**config.mk**
```make
export PLATFORM = sky130hd
export DESIGN_NAME = pc_stack
export DESIGN_NICKNAME = d
export VERILOG_FILES = /design/src/rtl/pc_pkg.sv /design/src/rtl/return_stack.sv /design/src/rtl/pc_stack.sv
export SDC_FILE = /design/constraint.sdc
export NUM_CORES = 1
export LEC_CHECK = 0
export CAP_MARGIN = 0
export CORE_AREA = 3 3 140 142
export CTS_BUF_LIST = sky130_fd_sc_hd__clkbuf_2
export CTS_CLUSTER_DIAMETER = 50
export CTS_CLUSTER_SIZE = 25
export DETAILED_ROUTE_END_ITERATION = 8
export DIE_AREA = 0 0 143 145
export GPL_TIMING_DRIVEN = 0
export PLACE_DENSITY = 0.67
export SKIP_CTS_REPAIR_TIMING = 1
export SYNTH_ARGS = -nofsm -noshare
export SYNTH_HDL_FRONTEND = slang
export SYNTH_HIERARCHICAL = 1
export SYNTH_SLANG_ARGS = --single-unit
export TNS_END_PERCENT = 50
```
**constraint.sdc**
```tcl
create_clock -name clk -period 3.3 [get_ports clk]
set_input_delay 0.495 -clock clk [delete_from_list [all_inputs] [get_ports clk]]
set_output_delay 0.495 -clock clk [all_outputs]
set_load 0.02 [all_outputs]
```
**src/rtl/pc_pkg.sv**
```systemverilog
// Shared definitions for the fetch-stage program counter: op codes,
// fault codes and the width of the return-stack occupancy counter.
package pc_pkg;

    typedef enum logic [2:0] {
        OP_NOP    = 3'd0,
        OP_INC    = 3'd1,
        OP_JUMP   = 3'd2,
        OP_BRANCH = 3'd3,
        OP_CALL   = 3'd4,
        OP_RET    = 3'd5
    } op_e;

    localparam logic [1:0] FAULT_NONE = 2'b00;
    localparam logic [1:0] FAULT_OVF  = 2'b01;
    localparam logic [1:0] FAULT_UNF  = 2'b10;

    // Occupancy must be able to hold the value STACK_DEPTH itself.
    function automatic int depth_w(input int stack_depth);
        return $clog2(stack_depth) + 1;
    endfunction

endpackage

```
**src/rtl/return_stack.sv**
```systemverilog
// LIFO holding subroutine return addresses. The top entry is read
// combinationally so a return needs no extra cycle. Overflowing pushes
// and underflowing pops are dropped.
module return_stack
    import pc_pkg::*;
#(
    parameter int WIDTH       = 16,
    parameter int STACK_DEPTH = 8
) (
    input  logic                              clk,
    input  logic                              reset,
    input  logic                              push,
    input  logic                              pop,
    input  logic [WIDTH-1:0]                  push_data,
    output logic [WIDTH-1:0]                  top,
    output logic [depth_w(STACK_DEPTH)-1:0]   depth,
    output logic                              full,
    output logic                              empty
);

    localparam int DW = depth_w(STACK_DEPTH);
    localparam int PW = DW - 1;
    localparam logic [DW-1:0] FULL_CNT = DW'(STACK_DEPTH);

    logic [WIDTH-1:0] mem [STACK_DEPTH];
    logic [PW-1:0]    wr_idx;
    logic [PW-1:0]    top_idx;
    logic             do_push;
    logic             do_pop;

    // Depth is a power of two, so the low bits of depth wrap naturally:
    // the write slot is depth, the top slot is depth-1.
    assign wr_idx  = depth[PW-1:0];
    assign top_idx = depth[PW-1:0] - PW'(1);
    assign full    = (depth == FULL_CNT);
    assign empty   = (depth == '0);
    assign do_push = push && !full;
    assign do_pop  = pop && !empty;
    assign top     = mem[top_idx];

    // Occupancy counter; push and pop never arrive together.
    always_ff @(posedge clk) begin
        if (reset) begin
            depth <= '0;
        end else if (do_push) begin
            depth <= depth + DW'(1);
        end else if (do_pop) begin
            depth <= depth - DW'(1);
        end
    end

    // Entry storage; contents after reset are irrelevant.
    always_ff @(posedge clk) begin
        if (!reset && do_push) begin
            mem[wr_idx] <= push_data;
        end
    end

endmodule

```
**src/rtl/pc_stack.sv**
```systemverilog
// Fetch-stage program counter with relative branches, call/return via an
// internal return-address stack, stall, and a sticky first-fault record.
module pc_stack
    import pc_pkg::*;
#(
    parameter int               WIDTH        = 16,
    parameter int               STACK_DEPTH  = 8,
    parameter logic [WIDTH-1:0] RESET_VECTOR = '0,
    parameter logic [WIDTH-1:0] INC_STEP     = WIDTH'(1)
) (
    input  logic                              clk,
    input  logic                              reset,
    input  logic                              stall,
    input  logic [2:0]                        op,
    input  logic [WIDTH-1:0]                  target,
    input  logic [WIDTH-1:0]                  offset,
    input  logic                              cond,
    output logic [WIDTH-1:0]                  pc,
    output logic [depth_w(STACK_DEPTH)-1:0]   depth,
    output logic                              stack_full,
    output logic                              stack_empty,
    output logic                              fault,
    output logic [1:0]                        fault_code
);

    logic [WIDTH-1:0] pc_inc;
    logic [WIDTH-1:0] pc_next;
    logic [WIDTH-1:0] ras_top;
    logic             is_call;
    logic             is_ret;
    logic             push;
    logic             pop;
    logic             ovf;
    logic             unf;

    assign pc_inc  = pc + INC_STEP;
    assign is_call = !stall && (op == OP_CALL);
    assign is_ret  = !stall && (op == OP_RET);
    assign push    = is_call && !stack_full;
    assign pop     = is_ret && !stack_empty;
    assign ovf     = is_call && stack_full;
    assign unf     = is_ret && stack_empty;

    return_stack #(
        .WIDTH       (WIDTH),
        .STACK_DEPTH (STACK_DEPTH)
    ) u_ras (
        .clk       (clk),
        .reset     (reset),
        .push      (push),
        .pop       (pop),
        .push_data (pc_inc),
        .top       (ras_top),
        .depth     (depth),
        .full      (stack_full),
        .empty     (stack_empty)
    );

    // Next-pc selection; unknown op codes fall through to hold.
    always_comb begin
        pc_next = pc;
        case (op)
            OP_INC:    pc_next = pc_inc;
            OP_JUMP:   pc_next = target;
            OP_BRANCH: pc_next = cond ? (pc + offset) : pc_inc;
            OP_CALL:   pc_next = target;
            OP_RET:    pc_next = stack_empty ? pc_inc : ras_top;
            default:   pc_next = pc;
        endcase
    end

    // Program counter register; stall freezes it.
    always_ff @(posedge clk) begin
        if (reset) begin
            pc <= RESET_VECTOR;
        end else if (!stall) begin
            pc <= pc_next;
        end
    end

    // Sticky fault: only the first overflow/underflow is recorded.
    always_ff @(posedge clk) begin
        if (reset) begin
            fault      <= 1'b0;
            fault_code <= FAULT_NONE;
        end else if (!fault && (ovf || unf)) begin
            fault      <= 1'b1;
            fault_code <= ovf ? FAULT_OVF : FAULT_UNF;
        end
    end

endmodule

```
# == Yosys cells after proc, flatten, opt, wreduce, memory -nomap -nowiden ==
# Memory sizes are Yosys's and may differ from the RTL's.
# Cells that the tools add are included.
# totals
output_inout_bits,25
register_bits,23
mem_bits_rw,128
elab_cells,46
n_memories,1
# memory_table
memory,depth,word_bits,rd,rd_ports_with_merged_regs,write_ports,line_no,source
u_ras.mem,8,16,1,0,1,return_stack.sv:25,logic [WIDTH-1:0] mem [STACK_DEPTH];
# op_classes
reduce_logical,21
n_addsub,5
mux,8
bitwise,1
eq_ne,6
# ops
cell,n
case mux 16 bit (4 select lines),1
2-to-1 mux 16 bit,2
adder 16 x 1 -> 16 bit (second input constant),1
adder 16 bit,1
logical AND 1 bit,10
2-to-1 mux 4 bit,2
== test 3 x 2 -> 1 bit (second input constant),2
== test 3 bit (second input constant),2
zero test 1 bit,5
adder 4 x 1 -> 4 bit (second input constant),1
== test 4 bit (second input constant),1
zero test 4 bit,1
nonzero test 4 bit,1
subtractor 4 x 1 -> 4 bit (second input constant),1
== test 3 x 1 -> 1 bit (second input constant),1
subtractor 3 x 1 -> 3 bit (second input constant),1
2-to-1 mux 1 bit,2
2-to-1 mux 2 bit,1
AND reduction 2 bit,1
nonzero test 2 bit,1
OR reduction 2 bit,1
logical OR 1 bit,1
NOT 1 bit,1

# == Depth between registers and ports, before layout ==
# depth
word_depth,7
depth_mapped,15
mapped_depth_nobuf,12

# == Cells and area by module ==
# Netlist, hierarchy kept.
# by_module_without_submodules
mod,cells_per_inst,area_each_um2,instances
return_stack,235,5201.2,1
pc_stack,279,2187.1,1

# == Worst setup path before layout ==
# OpenSTA, ideal clock, no wires.
# synth_timing
path_kind,register to register
startpoint,register u_ras.depth[0]
endpoint,memory u_ras.mem[1][0] (enable)
setup_slack_ns,-0.423
path_stages_with_launch,12
period_less_slack_ns,3.723
arrival_time_ns,3.314
cell_sequence,dfxtp_1 > buf_6 > buf_4 > inv_1 > ha_1 > nor2b_1 > nand2_1 > inv_1 > nor4_1 > buf_2 > nand4_1 > nor3_1
# synth_via
elab_chain_cells,7
# synth_rtl
element,line_no,source
"start, declared",return_stack.sv:16,"output logic [depth_w(STACK_DEPTH)-1:0] depth,"
"start signal, assigned",return_stack.sv:46,depth <= depth + DW'(1);
"start signal, assigned",return_stack.sv:48,depth <= depth - DW'(1);
== test 4 bit,return_stack.sv:35,assign full = (depth == FULL_CNT);
net stack_full,pc_stack.sv:20,"output logic stack_full,"
zero test 1 bit,pc_stack.sv:39,assign push = is_call && !stack_full;
logical AND 1 bit,pc_stack.sv:39,
net push,pc_stack.sv:31,logic push;
logical AND 1 bit,return_stack.sv:37,assign do_push = push && !full;
logical AND 1 bit,return_stack.sv:54,if (!reset && do_push) begin
2-to-1 mux 1 bit,return_stack.sv:54,
2-to-1 mux 1 bit (implied by the code),return_stack.sv:55,mem[wr_idx] <= push_data;
"end, declared",return_stack.sv:25,
# The timed path passes the listed nets, and every way through them passes these cells.

# == Worst setup path in the final report ==
# layout_timing
startpoint,register u_ras.depth[0]
endpoint,register u_ras.depth[3]
# layout_via
elab_chain_cells,5
elab_cells_between_ends,13
# layout_rtl
element,line_no
== test 4 bit *,return_stack.sv:35
zero test 1 bit *,pc_stack.sv:39
logical AND 1 bit *,pc_stack.sv:39
net push,pc_stack.sv:31
logical AND 1 bit *,return_stack.sv:37
2-to-1 mux 4 bit or nonzero test 2 bit (tied branches),n/a
# The timed path passes the listed nets; every way through them passes the cells marked *. The select of a mux whose other input is x is not followed.
# A chain may end at the register's enable or synchronous reset.

==> flow_summary.yaml <==
floorplan:
  num_rows: 50
  start_util: 0.398
  die_h_um: 145
  die_w_um: 143
  io_pins: 64
  fp.dieArea_um2: 20700
  core_um2: 18600
synth:
  synth_area_leaders: "edfxtp_1 (52%), mux4_2 (9.1%), dfxtp_1 (6.2%), ha_1 (3.2%), mux2_2 (2.4%)"
  synth_seq_cells: 151
  syn-num-nets: 574
  synth_largest_area_cell: "edfxtp_1"
  synth_seq_area_share: 0.583
  netlist.area_leader.share: 0.520
  ys_warn_count: 6
  synth-edff-count: 128
  synthCells: 514
  netlist_area_um2: 7390
  synth_ff_type: "edfxtp_1"
  synthArstFlopShare: 0
  syn_avg_cell_area_um2: 14.4
  yosys.cell_types.count: 70
cts:
  clockBufferDepth: 2
  root_buffer: "clkbuf_2"
  cts_htree_levels: 4
  cts_tree: "done"
  clock_latency_ns: 0.67
  cts_inserted_buffers: 17
  path_clk_slew_ns: 0.23
  cts_sinks: 151
cells_and_area:
  final_cells: 855
  drive_gt1_frac: 0.223
  area_growth_pct: 19.7
  fin_nets: 667
timing:
  finalCriticalPeriod_ns: 3.19
  rsz0062_at_grt: "true"
  final_hold_viol_count: 0
  fin_skew_ns: 0.0353
  relSlewSlack: 0.435
  worstMarginPinSlew_ns: 0.845
  setup_viol: 0
  slew_violations: 0
  fin_crit_sh: 0.966
  fmax_mhz: 314
  tns_ns: 0
power_and_ir_drop:
  p_total_w: 0.00366
  powerDensity_nw_per_um2: 414
  vdd_ir_drop_max_mv: 0.224
  leakagePower_nw: 2.94
critical_path:
  startpoint_type: "flip-flop"
  critPathKind: "reg -> reg"
  required_ns: 3.89
  cp_max_fo: 10
  rr_worst_depth: 15
  rr_startpoint: "u_ras/depth[0]$_SDFFE_PP0P_"
  cp_cell_sequence: "buf_12, buf_12, inv_1, ha_2, nor2b_1, nand2_2, inv_2, nor4_4, buf_4, nand2_2, ha_1, a21o_1, a21o_1, a31o_1, a2111oi_2"
  cp_slowest_cell: "dfxtp_4"
  reg2reg_slack_ns: 0.11
  cp-endpoint: "u_ras/depth[3]$_SDFFE_PP0P_"
  arrival_ns: 3.78
  end_kind: "flip-flop"
  startpoint: "u_ras/depth[0]$_SDFFE_PP0P_"
  r2r_end: "u_ras/depth[3]$_SDFFE_PP0P_"
  cp_slowest_stage_delay_ns: 0.43
route:
  drt_iter0_drc: 395
  drc: 0
  post_drt_wl_per_cell_um: 21.4
  drt-pass1-iter-count: 5
  via_per_inst: 5.83
  totalWireLength_um: 18300
  num_vias: 4987
  final_antenna_net_count: 0
placed_design:
  place_inst: 818
  numPortBuffers: 62
  place_hpwl_um: 13300
  gp_congestion: 0.968
global_routing:
  grt_pass1_wl_um: 28500
  grt_use_total: 0.179
  antenna_found_initial: 1
  overflow: 0
  grt_pass1_vias: 5037
  grt_max_degree: 17
run_status:
  status: "finished clean"
hold_path:
  hp-class: "in -> reg"
job:
  maxCapViolCount: 0
==> layout by cell type, fill, tap and decap left out, types with 16 or more instances in the layout <==
master / netlist / layout
mux2_2: 16 / 16
nor2_1: 41 / 34
mux4_2: 30 / 30
nand2_1: 24 / 22
clkbuf_2: 0 / 20
a21oi_1: 21 / 21
dfxtp_1: 23 / 21
clkdlybuf4s50_1: 0 / 60
edfxtp_1: 128 / 128
ha_1: 19 / 18
==> through the flow <==
stage | util | setup slack (ns) | hold slack (ns) | instance area (um2)
after global routing | 0.476 | -0.133 | 0.213 | 8840
final | 0.476 | 0.111 | 0.296 | 8840
after CTS | 0.468 | -0.421 | 0.150 | 8700
after detailed placement | 0.455 | -0.351 | 0.483 | 8450
after floorplan | - | -0.420 | 0.554 | 7390
after global placement | 0.447 | -1.50 | 0.466 | 8310
==> kinds of logic (layout without fill, tap and decap cells) <==
family          Yosys count  count (layout)  synth area share
xor+xnor                 22              22            0.0271
other cells               0               1                 0
compound gates          108             108             0.111
buf+inv                  33             139            0.0227
flops                   151             151             0.583
mux                      52              52             0.128
simple gates            127             127            0.0904
fa+ha+maj                21              21            0.0376
==> synth_stat cells (8+ instances only) <==
cell        n
mux2_2     16
inv_1      12
dfxtp_1    23
a21o_1     10
xnor2_1    14
nor3_1      9
edfxtp_1  128
nor2_1     41
ha_1       19
nand3_1     9
a21oi_1    21
buf_2       8
o21ai_0    13
mux4_2     30
nand2_1    24
==> critical path, delay by kind of cell (launching register included) <==
kind / cells / cell delay [ns]
buffers and inverters: 5 / 0.67
adder cells (fa/ha/maj): 2 / 0.48
AO/OA/AOI/OAI: 4 / 0.97
flip-flops: 1 / 0.43
AND/OR/NAND/NOR: 4 / 0.55
==> worst min path at each step <==
stage	startpoint	end	slack, ns	cells after the start
3_3_place_gp	fault_code[0]$_SDFFE_PP0P_	fault_code[0]$_SDFFE_PP0P_	0.47	2
4_1_cts	op[0]	fault_code[0]$_SDFFE_PP0P_	0.15	4
3_5_place_dp	fault_code[0]$_SDFFE_PP0P_	fault_code[0]$_SDFFE_PP0P_	0.48	2
5_1_grt	op[0]	fault_code[0]$_SDFFE_PP0P_	0.21	4
2_1_floorplan	fault_code[0]$_SDFFE_PP0P_	fault_code[0]$_SDFFE_PP0P_	0.55	2
6_report	op[0]	fault_code[0]$_SDFFE_PP0P_	0.30	4
==> area by class of cell <==
class / count / area (um2)
multi-input combinational: 330 / 3020
sequential: 151 / 4310
timing repair buffer: 74 / 772
clock buffer: 17 / 85.1
clock inverter: 15 / 165
inverter: 12 / 45.0
tap: 234 / 293
antenna: 1 / 2.50
fill: 1556 / 9740
buffer: 21 / 150
==> routing by layer <==
layer	global-route usage	routed length, um	up-vias
met4	0.0599	341	0
met3	0.0307	794	20
met1	0.228	7520	2528
li1	-	-	2270
met5	0	0	-
met2	0.307	9630	169
==> sequential cells by signal (all words and copies together) (netlist names) <==
signal / flops
pc: 16
fault_code: 2
u_ras/depth: 4
u_ras/mem: 128
fault: 1
==> report_power, final <==
part | internal [W] | switching (W)
Sequential | 0.00210 | 0.0000395
Combinational | 0.000198 | 0.000266
Clock | 0.000365 | 0.000689
Note: power is estimated with default switching activity, not from simulation.
